<file path="config.mk">
export PLATFORM = sky130hd
export DESIGN_NAME = alu_share_arbiter_flat
export DESIGN_NICKNAME = d
export VERILOG_FILES = /design/src/rtl/alu_share_pkg.sv /design/src/rtl/alu_share_arbiter_if.sv /design/src/rtl/alu_share_arbiter_rr_grant.sv /design/src/rtl/alu_share_arbiter.sv /design/src/flat_wrapper.sv
export SDC_FILE = /design/constraint.sdc
export NUM_CORES = 1
export LEC_CHECK = 0
export CORE_MARGIN = 1.5
export CORE_UTILIZATION = 54
export CTS_BUF_LIST = sky130_fd_sc_hd__clkbuf_8
export CTS_CLUSTER_SIZE = 8
export DETAILED_ROUTE_END_ITERATION = 8
export GPL_TIMING_DRIVEN = 0
export PLACE_DENSITY = 0.83
export REMOVE_ABC_BUFFERS = 1
export SLEW_MARGIN = 20
export SYNTH_ARGS = -nofsm -noshare
export SYNTH_HDL_FRONTEND = slang
export SYNTH_SLANG_ARGS = --single-unit
</file>
<file path="constraint.sdc">
create_clock -name clk -period 3.7 [get_ports clk]
set_clock_uncertainty 0.05 [all_clocks]
set_input_delay 0.555 -clock clk [delete_from_list [all_inputs] [get_ports clk]]
set_output_delay 0.555 -clock clk [all_outputs]
set_load 0.01 [all_outputs]
</file>
<file path="src/rtl/alu_share_pkg.sv">
// Shared types and constants for the ALU-sharing arbiter.
// Contents: op_e opcode encoding, state_e controller states, OP_W opcode width.
package alu_share_pkg;

  localparam int unsigned OP_W = 3;

  typedef enum logic [OP_W-1:0] {
    OP_AND  = 3'd0,
    OP_XNB  = 3'd1,
    OP_XNOR = 3'd2,
    OP_SUB  = 3'd3,
    OP_MUL  = 3'd4,
    OP_ABSD = 3'd5
  } op_e;

  typedef enum logic [1:0] {
    IDLE = 2'd0,
    EXEC = 2'd1,
    DONE = 2'd2
  } state_e;

endpackage

</file>
<file path="src/rtl/alu_share_arbiter_if.sv">
// Request/response bundle between N_REQ requesters and the shared ALU.
// Signals:
//   req_valid/req_ready  per-requester handshake (N_REQ bits each)
//   req_op/req_a/req_b   per-requester op code and operands, slice i per requester
//   rsp_valid/rsp_ready  single response handshake
//   rsp_data/rsp_flag    result and borrow/overflow/illegal indicator
//   rsp_id               index of the requester that issued the op
// Modports: master = requester/consumer side, slave = arbiter side.
interface alu_share_arbiter_if
  import alu_share_pkg::*;
#(
  parameter int unsigned N_REQ = 4,
  parameter int unsigned W     = 4
);
  localparam int unsigned IDW = $clog2(N_REQ);

  logic [N_REQ-1:0]      req_valid;
  logic [N_REQ-1:0]      req_ready;
  logic [OP_W*N_REQ-1:0] req_op;
  logic [W*N_REQ-1:0]    req_a;
  logic [W*N_REQ-1:0]    req_b;
  logic                  rsp_valid;
  logic                  rsp_ready;
  logic [W-1:0]          rsp_data;
  logic                  rsp_flag;
  logic [IDW-1:0]        rsp_id;

  modport master (
    output req_valid, req_op, req_a, req_b, rsp_ready,
    input  req_ready, rsp_valid, rsp_data, rsp_flag, rsp_id
  );

  modport slave (
    input  req_valid, req_op, req_a, req_b, rsp_ready,
    output req_ready, rsp_valid, rsp_data, rsp_flag, rsp_id
  );

endinterface

</file>
<file path="src/rtl/alu_share_arbiter_rr_grant.sv">
// Round-robin grant: picks the first asserted request at or after the pointer,
// wrapping around. Purely combinational.
// Ports:
//   i_req   request vector
//   i_ptr   index with highest priority this cycle
//   o_grant one-hot grant (zero when no request)
//   o_idx   encoded index of the granted requester
module rr_grant #(
  parameter int unsigned N_REQ = 4,
  localparam int unsigned IDW  = $clog2(N_REQ)
) (
  input  logic [N_REQ-1:0] i_req,
  input  logic [IDW-1:0]   i_ptr,
  output logic [N_REQ-1:0] o_grant,
  output logic [IDW-1:0]   o_idx
);

  logic [IDW:0] w_j;
  logic         w_found;

  // Scan candidates in priority order starting at the pointer.
  always_comb begin
    o_grant = '0;
    o_idx   = '0;
    w_found = 1'b0;
    w_j     = '0;
    for (int k = 0; k < int'(N_REQ); k++) begin
      w_j = {1'b0, i_ptr} + (IDW+1)'(k);
      if (w_j >= (IDW+1)'(N_REQ)) w_j = w_j - (IDW+1)'(N_REQ);
      if (!w_found && i_req[w_j[IDW-1:0]]) begin
        w_found                = 1'b1;
        o_grant[w_j[IDW-1:0]]  = 1'b1;
        o_idx                  = w_j[IDW-1:0];
      end
    end
  end

endmodule

</file>
<file path="src/rtl/alu_share_arbiter.sv">
// One W-bit ALU shared among N_REQ requesters with round-robin arbitration.
// Ops: AND, XNB (a^~b), XNOR, SUB, MUL (shift-add, W cycles), ABSD; 6/7 illegal.
// Ports:
//   clk    rising-edge clock
//   rst_n  synchronous active-low reset
//   bus    alu_share_arbiter_if slave modport (request/response channels)
//   op_count  (only with ALU_SHARE_ARBITER_STATS_EN) 8-bit saturating
//             completed-response counter per requester, slice i = [8i+7:8i]
module alu_share_arbiter
  import alu_share_pkg::*;
#(
  parameter int unsigned N_REQ = 4,
  parameter int unsigned W     = 4
) (
  input  logic clk,
  input  logic rst_n,
  alu_share_arbiter_if.slave bus
`ifdef ALU_SHARE_ARBITER_STATS_EN
  ,
  output logic [N_REQ*8-1:0] op_count
`endif
);

  localparam int unsigned IDW = $clog2(N_REQ);
  localparam int unsigned CW  = $clog2(W);

  state_e           r_state, w_state_nxt;
  logic [N_REQ-1:0] w_grant;
  logic [IDW-1:0]   w_gidx;
  logic [IDW-1:0]   r_ptr, r_id;
  logic [OP_W-1:0]  r_op, w_op_in;
  logic [W-1:0]     r_a, r_b, w_a_in, w_b_in;
  logic [2*W-1:0]   r_mcand, r_acc, w_acc_nxt;
  logic [CW-1:0]    r_cnt;
  logic [W-1:0]     r_data, w_alu_data;
  logic             r_flag, w_alu_flag;
  logic             w_accept, w_rsp_hs, w_is_mul, w_mul_last;

  rr_grant #(.N_REQ(N_REQ)) u_rr (
    .i_req   (bus.req_valid),
    .i_ptr   (r_ptr),
    .o_grant (w_grant),
    .o_idx   (w_gidx)
  );

  assign w_op_in    = bus.req_op[w_gidx*OP_W +: OP_W];
  assign w_a_in     = bus.req_a[w_gidx*W +: W];
  assign w_b_in     = bus.req_b[w_gidx*W +: W];
  assign w_accept   = rst_n && (r_state == IDLE) && (|w_grant);
  assign w_rsp_hs   = (r_state == DONE) && bus.rsp_ready;
  assign w_is_mul   = (r_op == OP_MUL);
  assign w_mul_last = (r_cnt == CW'(W-1));
  // r_b doubles as the multiplier shift register; its LSB gates each partial product.
  assign w_acc_nxt  = r_acc + (r_b[0] ? r_mcand : '0);

  // Single-cycle ALU ops on the latched operands.
  always_comb begin
    w_alu_data = '0;
    w_alu_flag = 1'b0;
    case (r_op)
      OP_AND:  w_alu_data = r_a & r_b;
      OP_XNB:  w_alu_data = r_a ^ ~r_b;
      OP_XNOR: w_alu_data = r_a ~^ r_b;
      OP_SUB: begin
        w_alu_data = r_a - r_b;
        w_alu_flag = (r_a < r_b);
      end
      OP_ABSD: begin
        w_alu_data = (r_a > r_b) ? (r_a - r_b) : (r_b - r_a);
        w_alu_flag = (r_a < r_b);
      end
      OP_MUL:  w_alu_data = '0;
      default: w_alu_flag = 1'b1;
    endcase
  end

  // State register.
  always_ff @(posedge clk) begin
    if (!rst_n) r_state <= IDLE;
    else        r_state <= w_state_nxt;
  end

  // Next-state logic.
  always_comb begin
    w_state_nxt = r_state;
    case (r_state)
      IDLE:    if (w_accept) w_state_nxt = EXEC;
      EXEC:    if (!w_is_mul || w_mul_last) w_state_nxt = DONE;
      DONE:    if (bus.rsp_ready) w_state_nxt = IDLE;
      default: w_state_nxt = IDLE;
    endcase
  end

  // Handshake outputs decoded from state; ready is held low while reset is applied.
  always_comb begin
    bus.req_ready = '0;
    bus.rsp_valid = 1'b0;
    if (rst_n && (r_state == IDLE)) bus.req_ready = w_grant;
    if (r_state == DONE)            bus.rsp_valid = 1'b1;
  end

  assign bus.rsp_data = r_data;
  assign bus.rsp_flag = r_flag;
  assign bus.rsp_id   = r_id;

  // Operand capture, datapath sequencing and round-robin pointer.
  always_ff @(posedge clk) begin
    if (!rst_n) begin
      r_ptr   <= '0;
      r_id    <= '0;
      r_op    <= '0;
      r_a     <= '0;
      r_b     <= '0;
      r_mcand <= '0;
      r_acc   <= '0;
      r_cnt   <= '0;
      r_data  <= '0;
      r_flag  <= 1'b0;
    end else begin
      if (w_accept) begin
        r_op    <= w_op_in;
        r_a     <= w_a_in;
        r_b     <= w_b_in;
        r_id    <= w_gidx;
        r_mcand <= {W'(0), w_a_in};
        r_acc   <= '0;
        r_cnt   <= '0;
      end
      if (r_state == EXEC) begin
        if (w_is_mul) begin
          r_acc   <= w_acc_nxt;
          r_mcand <= r_mcand << 1;
          r_b     <= r_b >> 1;
          r_cnt   <= r_cnt + CW'(1);
          if (w_mul_last) begin
            r_data <= w_acc_nxt[W-1:0];
            r_flag <= |w_acc_nxt[2*W-1:W];
          end
        end else begin
          r_data <= w_alu_data;
          r_flag <= w_alu_flag;
        end
      end
      if (w_rsp_hs) r_ptr <= (r_id == IDW'(N_REQ-1)) ? '0 : r_id + IDW'(1);
    end
  end

`ifdef ALU_SHARE_ARBITER_STATS_EN
  logic [7:0] r_op_cnt [N_REQ];

  // Per-requester completed-response counters, saturating at 255.
  always_ff @(posedge clk) begin
    if (!rst_n) begin
      for (int i = 0; i < int'(N_REQ); i++) r_op_cnt[i] <= '0;
    end else if (w_rsp_hs && (r_op_cnt[r_id] != 8'hFF)) begin
      r_op_cnt[r_id] <= r_op_cnt[r_id] + 8'd1;
    end
  end

  always_comb begin
    op_count = '0;
    for (int i = 0; i < int'(N_REQ); i++) op_count[i*8 +: 8] = r_op_cnt[i];
  end
`endif

endmodule
</file>
<file path="src/flat_wrapper.sv">
// flat-port wrapper written by rule: the top's interface ports become plain ports
module alu_share_arbiter_flat import alu_share_pkg::*;
#(
  parameter int unsigned N_REQ = 4,
  parameter int unsigned W     = 4
)
  (clk, rst_n, bus_req_valid, bus_req_op, bus_req_a, bus_req_b, bus_rsp_ready, bus_req_ready, bus_rsp_valid, bus_rsp_data, bus_rsp_flag, bus_rsp_id);
  alu_share_arbiter_if #(.N_REQ(N_REQ), .W(W)) bus_i ();
  input  logic clk;
  input  logic rst_n;
  input wire logic [$bits(bus_i.req_valid)-1:0] bus_req_valid;
  input wire logic [$bits(bus_i.req_op)-1:0] bus_req_op;
  input wire logic [$bits(bus_i.req_a)-1:0] bus_req_a;
  input wire logic [$bits(bus_i.req_b)-1:0] bus_req_b;
  input wire logic [$bits(bus_i.rsp_ready)-1:0] bus_rsp_ready;
  output wire logic [$bits(bus_i.req_ready)-1:0] bus_req_ready;
  output wire logic [$bits(bus_i.rsp_valid)-1:0] bus_rsp_valid;
  output wire logic [$bits(bus_i.rsp_data)-1:0] bus_rsp_data;
  output wire logic [$bits(bus_i.rsp_flag)-1:0] bus_rsp_flag;
  output wire logic [$bits(bus_i.rsp_id)-1:0] bus_rsp_id;
  assign bus_i.req_valid = bus_req_valid;
  assign bus_i.req_op = bus_req_op;
  assign bus_i.req_a = bus_req_a;
  assign bus_i.req_b = bus_req_b;
  assign bus_i.rsp_ready = bus_rsp_ready;
  assign bus_req_ready = bus_i.req_ready;
  assign bus_rsp_valid = bus_i.rsp_valid;
  assign bus_rsp_data = bus_i.rsp_data;
  assign bus_rsp_flag = bus_i.rsp_flag;
  assign bus_rsp_id = bus_i.rsp_id;
  alu_share_arbiter #(.N_REQ(N_REQ), .W(W)) u_core (.clk(clk), .rst_n(rst_n), .bus(bus_i));
endmodule
</file>
==> results_dict.tcl, run 1 <==
set metrics [dict create \
    outcome "completed" \
    powerDensity_mw_per_mm2 344 \
    synth_top_family_by_area "simple AND/OR/NAND/NOR gates" \
    core_mm2 0.00589 \
    final_nets 537 \
    period_needed_ps 3560 \
    grtUsageTotal_pct 24.5 \
    die_h_um 80.9 \
    worstPathCellList "clkdlybuf4s50_1, mux4_2, buf_4, a21o_1, a31oi_1, nor3_1, a21oi_2, nor2_1, clkdlybuf4s50_1" \
    numPortBuffers 62 \
    seq_area_um2 808 \
    yosysTopAreaCell "dfxtp_1" \
    criticalPathCategory "in -> out" \
    gp_congestion 0.821 \
    cts_buffers 5 \
    yosys_warnings 0 \
    synth-simple-area-share_pct 19.4 \
    fin_cells 532 \
    p_total_mw 1.42 \
    syn-mean-instance-area_um2 8.27 \
    drt_iter0_drc 210 \
    synth_flop_cell "dfxtp_1" \
    post-place-ws_ps -744 \
    path_clk_slew_ps 80 \
    hold_violations 0 \
    cp_slowest_cell "mux4_2" \
    drv_cap 0 \
    fin_util_pct 70.3 \
    antenna_left 0 \
    cp_max_fo 8 \
    syn_area_mm2 0.00328 \
    cp_common_cell "clkdlybuf4s50_1" \
    worst_pin_slew_ps 944 \
    layout_common_cells "clkdlybuf4s50_1 (60), nand2_1 (52), dfxtp_1 (38), inv_1 (26), mux2i_1 (26)" \
    area.growth.synth_to_final_pct 26.2 \
    synth.mux.area_fraction_pct 15.7 \
    hpwl_um 5410 \
    dieArea_mm2 0.00654 \
    rows 28 \
    worstSkewPairLatency_ps 300 \
    finalWorstSetupSlack_ps 140 \
    worst_setup_path_start_kind "input pin" \
    grt_overflow_total 0 \
    end_kind "primary output" \
    crit_buf_inv 3 \
    design_area_mm2 0.00414 \
    via_count 3092 \
    antenna_found_initial 0 \
    synth_adder_area_share_pct 11.8 \
    maxSlewViolCount 0 \
    synth_xor_area_share_pct 3.47 \
    critPathArrivalTime_ps 2960 \
    cts_tree "yes" \
    vdd_ir_drop_max_mv 0.242 \
    antenna_cells 0 \
    drcViolationCount 0 \
    fin_crit_sh_pct 96.2 \
    detail_route.first_pass.iterations 4 \
    post_drt_wl_per_cell_um 15.1 \
    synthArstFlopShare_pct 0 \
    synth_area_leaders "dfxtp_1 (24%), ha_1 (9.9%), mux2i_1 (7.9%)" \
    io_pins 63 \
    wl_um 8020 \
    synth_seq_cells 40 \
    cts.sinks 40 \
    max_freq_mhz 281 \
    htree_levels 2 \
    ctsRootBufferMaster "clkbuf_8" \
    grt_pass1_vias 2822 \
    max_stage_delay_ps 600 \
    dp.cells 512 \
    syn_inst 396 \
    drive_gt1_share_pct 10.3 \
    setup_viol 0 \
    rsz0062_at_grt "false" \
    synth_compound_area_share_pct 18.7 \
    start_util_pct 55.7 \
    vias_per_cell 5.81 \
    die_x_um 80.9 \
    cp.required_ps 3090 \
    place_area_mm2 0.00392 \
    fillers 471 \
    final_common_cell "clkdlybuf4s50_1" \
    yosysSeqAreaShare_pct 24.4 \
    hp-class "reg -> reg" \
    timing.slew.headroom_pct 37.1 \
    power.leakage_nw 1.68 \
    grt_pass1_wl_um 12600 \
    synth_top_area_share_pct 24.4 \
    multiInputGateArea_mm2 0.00232 \
    grt_max_degree 44 \
    yosysUniqueCellTypes 50 \
    critPathTopFamily "buffers and inverters" \
    synth_edf_count 0 \
    cts_buffer_depth 2 \
]
## cell usage after synthesis, types with 8 or more instances
cell type and count:
o22ai_1 13, mux2i_1 26, and2_1 16, o21ai_0 22, ha_1 26, nor2b_1 10, a21oi_1 19, nand2_1 53
xor2_1 8, inv_1 26, dfxtp_1 40, nor2_1 25, clkbuf_1 11
## report_power, final
group          switching (mW)  leakage, nW  internal (mW)
Combinational           0.301         1.31          0.293
Sequential             0.0681        0.328          0.471
Clock                   0.161       0.0400          0.128
Total                   0.530         1.68          0.892
## layer usage
layer	wire length, µm	vias to the layer above	global-route usage, %
met5	0	-	0
met4	114	0	6.38
met3	368	12	5.39
met2	4000	86	43.1
met1	3540	1474	30.2
li1	-	1520	-
## through the flow
stage	hold slack (ps)	TNS (ps)
after floorplan	402	-4590
after global placement	415	-28280
after detailed placement	443	-22490
after CTS	455	0
after global routing	484	0
final	448	0
## sequential cells by signal, indices dropped and copies added (netlist names)
register,flops
u_core.r_cnt,2
u_core.bus.rsp_data,4
u_core.bus.rsp_flag,1
u_core.r_b,4
u_core.r_a,4
u_core.bus.rsp_id,2
u_core.r_acc,8
u_core.r_ptr,2
u_core.r_op,3
u_core.r_state,2
u_core.r_mcand,8
## cell type report
cell class	count	share of cell area [%]
multi-input cells	308	56.2
flip-flops and latches	40	19.5
repair buffers	76	17.7
inverters	26	2.36
well taps	75	2.27
clock buffers	5	1.66
clock inverters	2	0.302
## worst register-to-register path, cell delays in order, from the launching register on
cell      delay [ps]
dfxtp_4          420
inv_1            110
ha_4             290
mux4_2           570
nor4b_4          410
a221oi_1         170
and3_4           240
a21oi_2          750
o22ai_1          120
and2_1           200
## what timing repair did
item | in CTS | in global routing
hold buffers | 0 | 0
resized for setup | 7 | 3
pin swaps | 2 | 2
endpoints found under the setup margin | 36 | 16
buffers inserted | 3 | 9
cloned | 1 | 0
## path summary, 6_finish.rpt
kind	from	end	slack [ps]	cells after the start
setup / recovery	bus_req_valid[2]	bus_req_ready[2]	140	9
hold reg to reg	u_core.r_mcand[0]	u_core.r_mcand[0]	450	2
setup reg to reg	u_core.r_ptr[0]	u_core.r_acc[5]	260	9
hold / removal	u_core.r_mcand[0]	u_core.r_mcand[0]	450	2
## cells by family (layout without fill, tap and decap cells)
group / Yosys count / after routing
mux: 40 / 40
flops: 40 / 40
fa+ha+maj: 29 / 29
buf+inv: 49 / 109
simple gates: 130 / 130
xor+xnor: 13 / 13
compound gates: 95 / 96
Note: power is estimated with default switching activity, not from simulation.
==> inputs of run 2 (changes only) <==
- RECOVER_POWER: unset -> 25
==> run 2 against run 1 <==
Effect of this change: worst hold slack gained 1.1 ps; critical path type unchanged; fmax is essentially flat; count of clock-buffer cells in the layout is the same; non-clock buffer count is the same; combinational power is essentially flat; largest power group unchanged; via count shrank 0.32%.
==> results_dict.tcl, run 2 (synthesis results as in run 1) <==
set metrics [dict create \
    outcome "completed" \
    dieArea_mm2 0.00654 \
    power.leakage_nw 1.71 \
    cts_tree "yes" \
    core_mm2 0.00589 \
    antenna_found_initial 0 \
    powerDensity_mw_per_mm2 343 \
    cts_buffers 5 \
    worst_setup_path_start_kind "input pin" \
    timing.hold.ws_ps 449 \
    drive_gt1_share_pct 10.3 \
    drv_cap 0 \
    via_count 3082 \
    detail_route.first_pass.iterations 4 \
    r2r_end "u_core.r_acc[5]" \
    grtUsageTotal_pct 24.5 \
    end_kind "primary output" \
    area.growth.synth_to_final_pct 26.2 \
    r2r_cells 9 \
    hpwl_um 5410 \
    criticalPathCategory "in -> out" \
    period_needed_ps 3560 \
    drt_iter0_drc 205 \
    timing.slew.headroom_pct 36.8 \
    p_sw_share_pct 37.3 \
    die_h_um 80.9 \
    design_area_mm2 0.00414 \
    start_util_pct 55.7 \
    grt_pass1_vias 2822 \
    cp_max_fo 8 \
    vdd_ir_drop_max_mv 0.242 \
    r2r_slack_ps 260 \
    rsz0062_at_grt "false" \
    critPathArrivalTime_ps 2960 \
    wl_um 8020 \
    io_pins 63 \
    hp-class "reg -> reg" \
    rr_startpoint "u_core.r_ptr[0]" \
    final_nets 537 \
    hold_buffers 0 \
    whs_path_depth 2 \
    antenna_left 0 \
    worstSkewPairLatency_ps 300 \
    crit_path_end "bus_req_ready[2]" \
    cts.sinks 40 \
    p_switching_mw 0.530 \
    cp.required_ps 3090 \
    setup_viol 0 \
    grt_max_degree 44 \
    finalSetupTns_ps 0 \
    cts_buffer_depth 2 \
    rows 28 \
    grt_pass1_wl_um 12600 \
    vias_per_cell 5.79 \
    max_freq_mhz 281 \
    post_drt_wl_per_cell_um 15.1 \
    final_common_cell "nand2_1" \
    gp_congestion 0.821 \
    ctsRootBufferMaster "clkbuf_8" \
    numPortBuffers 62 \
    power.share.sequential_pct 38.0 \
    p_comb_share_pct 41.6 \
    worstSetupStartpoint "bus_req_valid[2]" \
    hold_violations 0 \
    path_clk_slew_ps 80 \
    fin_crit_sh_pct 96.2 \
    layout_common_cells "nand2_1 (52), clkdlybuf4s50_1 (51), dfxtp_1 (38), inv_1 (26), mux2i_1 (26)" \
    die_x_um 80.9 \
    drcViolationCount 0 \
    clkPwrFrac_pct 20.4 \
    p_int_mw 0.889 \
    htree_levels 2 \
    grt_overflow_total 0 \
    place_area_mm2 0.00392 \
    antenna_cells 0 \
    largest_registers "u_core.r_acc x8, u_core.r_mcand x8" \
    maxSlewViolCount 0 \
    worst_pin_slew_ps 948 \
]
## run 2: changes by cell type in the layout (fill, tap and decap cells not counted), sizes merged
cell,change
clkdlybuf4s50,-9
dlygate4sd3,+9
## run 2: repair_timing
item,4_1_cts,5_1_grt
resized for setup,7,3
buffers inserted,3,9
gates cloned,1,0
pin swaps,2,2
endpoints found under the setup margin,36,16
## run 2: worst min path at each step
stage	startpoint	endpoint	slack, ps
floorplan	u_core.r_mcand[0]	u_core.r_mcand[0]	400
global placement	u_core.r_mcand[0]	u_core.r_mcand[0]	420
detailed placement	u_core.r_mcand[0]	u_core.r_mcand[0]	440
CTS	u_core.r_a[0]	u_core.r_a[0]	450
global route	u_core.r_a[0]	u_core.r_a[0]	480
finish	u_core.r_mcand[0]	u_core.r_mcand[0]	450
## run 2: layer usage
layer	track usage [%]	share of wire (%)
met1	30.2	44
met2	43.1	50
met3	5.39	4.3
met4	6.38	1.3
met5	0	0
## run 2: through the flow
| stage | std cells | power, mW | setup WS (ps) | util [%] |
|---|---|---|---|---|
| CTS | 523 | 1.40 | 15.8 | 68.9 |
| global route | 532 | 1.50 | 26.0 | 70.3 |
| detailed placement | 512 | 1.11 | -744 | 66.6 |
| floorplan | 373 | 0.917 | -405 | - |
| global placement | 510 | 1.08 | -1390 | 65.9 |
| finish | 532 | 1.42 | 140 | 70.3 |
## run 2: worst max-delay path: stages
cell and delay, ps:
clkdlybuf4s50_1 540, mux4_2 600, buf_4 190, a21o_1 140
a31oi_1 160, nor3_1 90, a21oi_2 140, nor2_1 50
clkdlybuf4s50_1 480
## run 2: layout make-up
type / count / area (µm²)
multi-input cells: 308 / 2320
clock buffers: 5 / 68.8
flip-flops and latches: 40 / 808
inverters: 26 / 97.6
clock inverters: 2 / 12.5
repair buffers: 76 / 731
well taps: 75 / 93.8
fillers: 471 / 1750
## run 2: power by group through the flow
stage	Clock, mW	Sequential (mW)	Combinational, mW
after floorplan	0	0.534	0.383
after global placement	0	0.547	0.532
after detailed placement	0	0.549	0.556
after CTS	0.290	0.539	0.575
after global routing	0.307	0.547	0.648
final	0.290	0.539	0.590
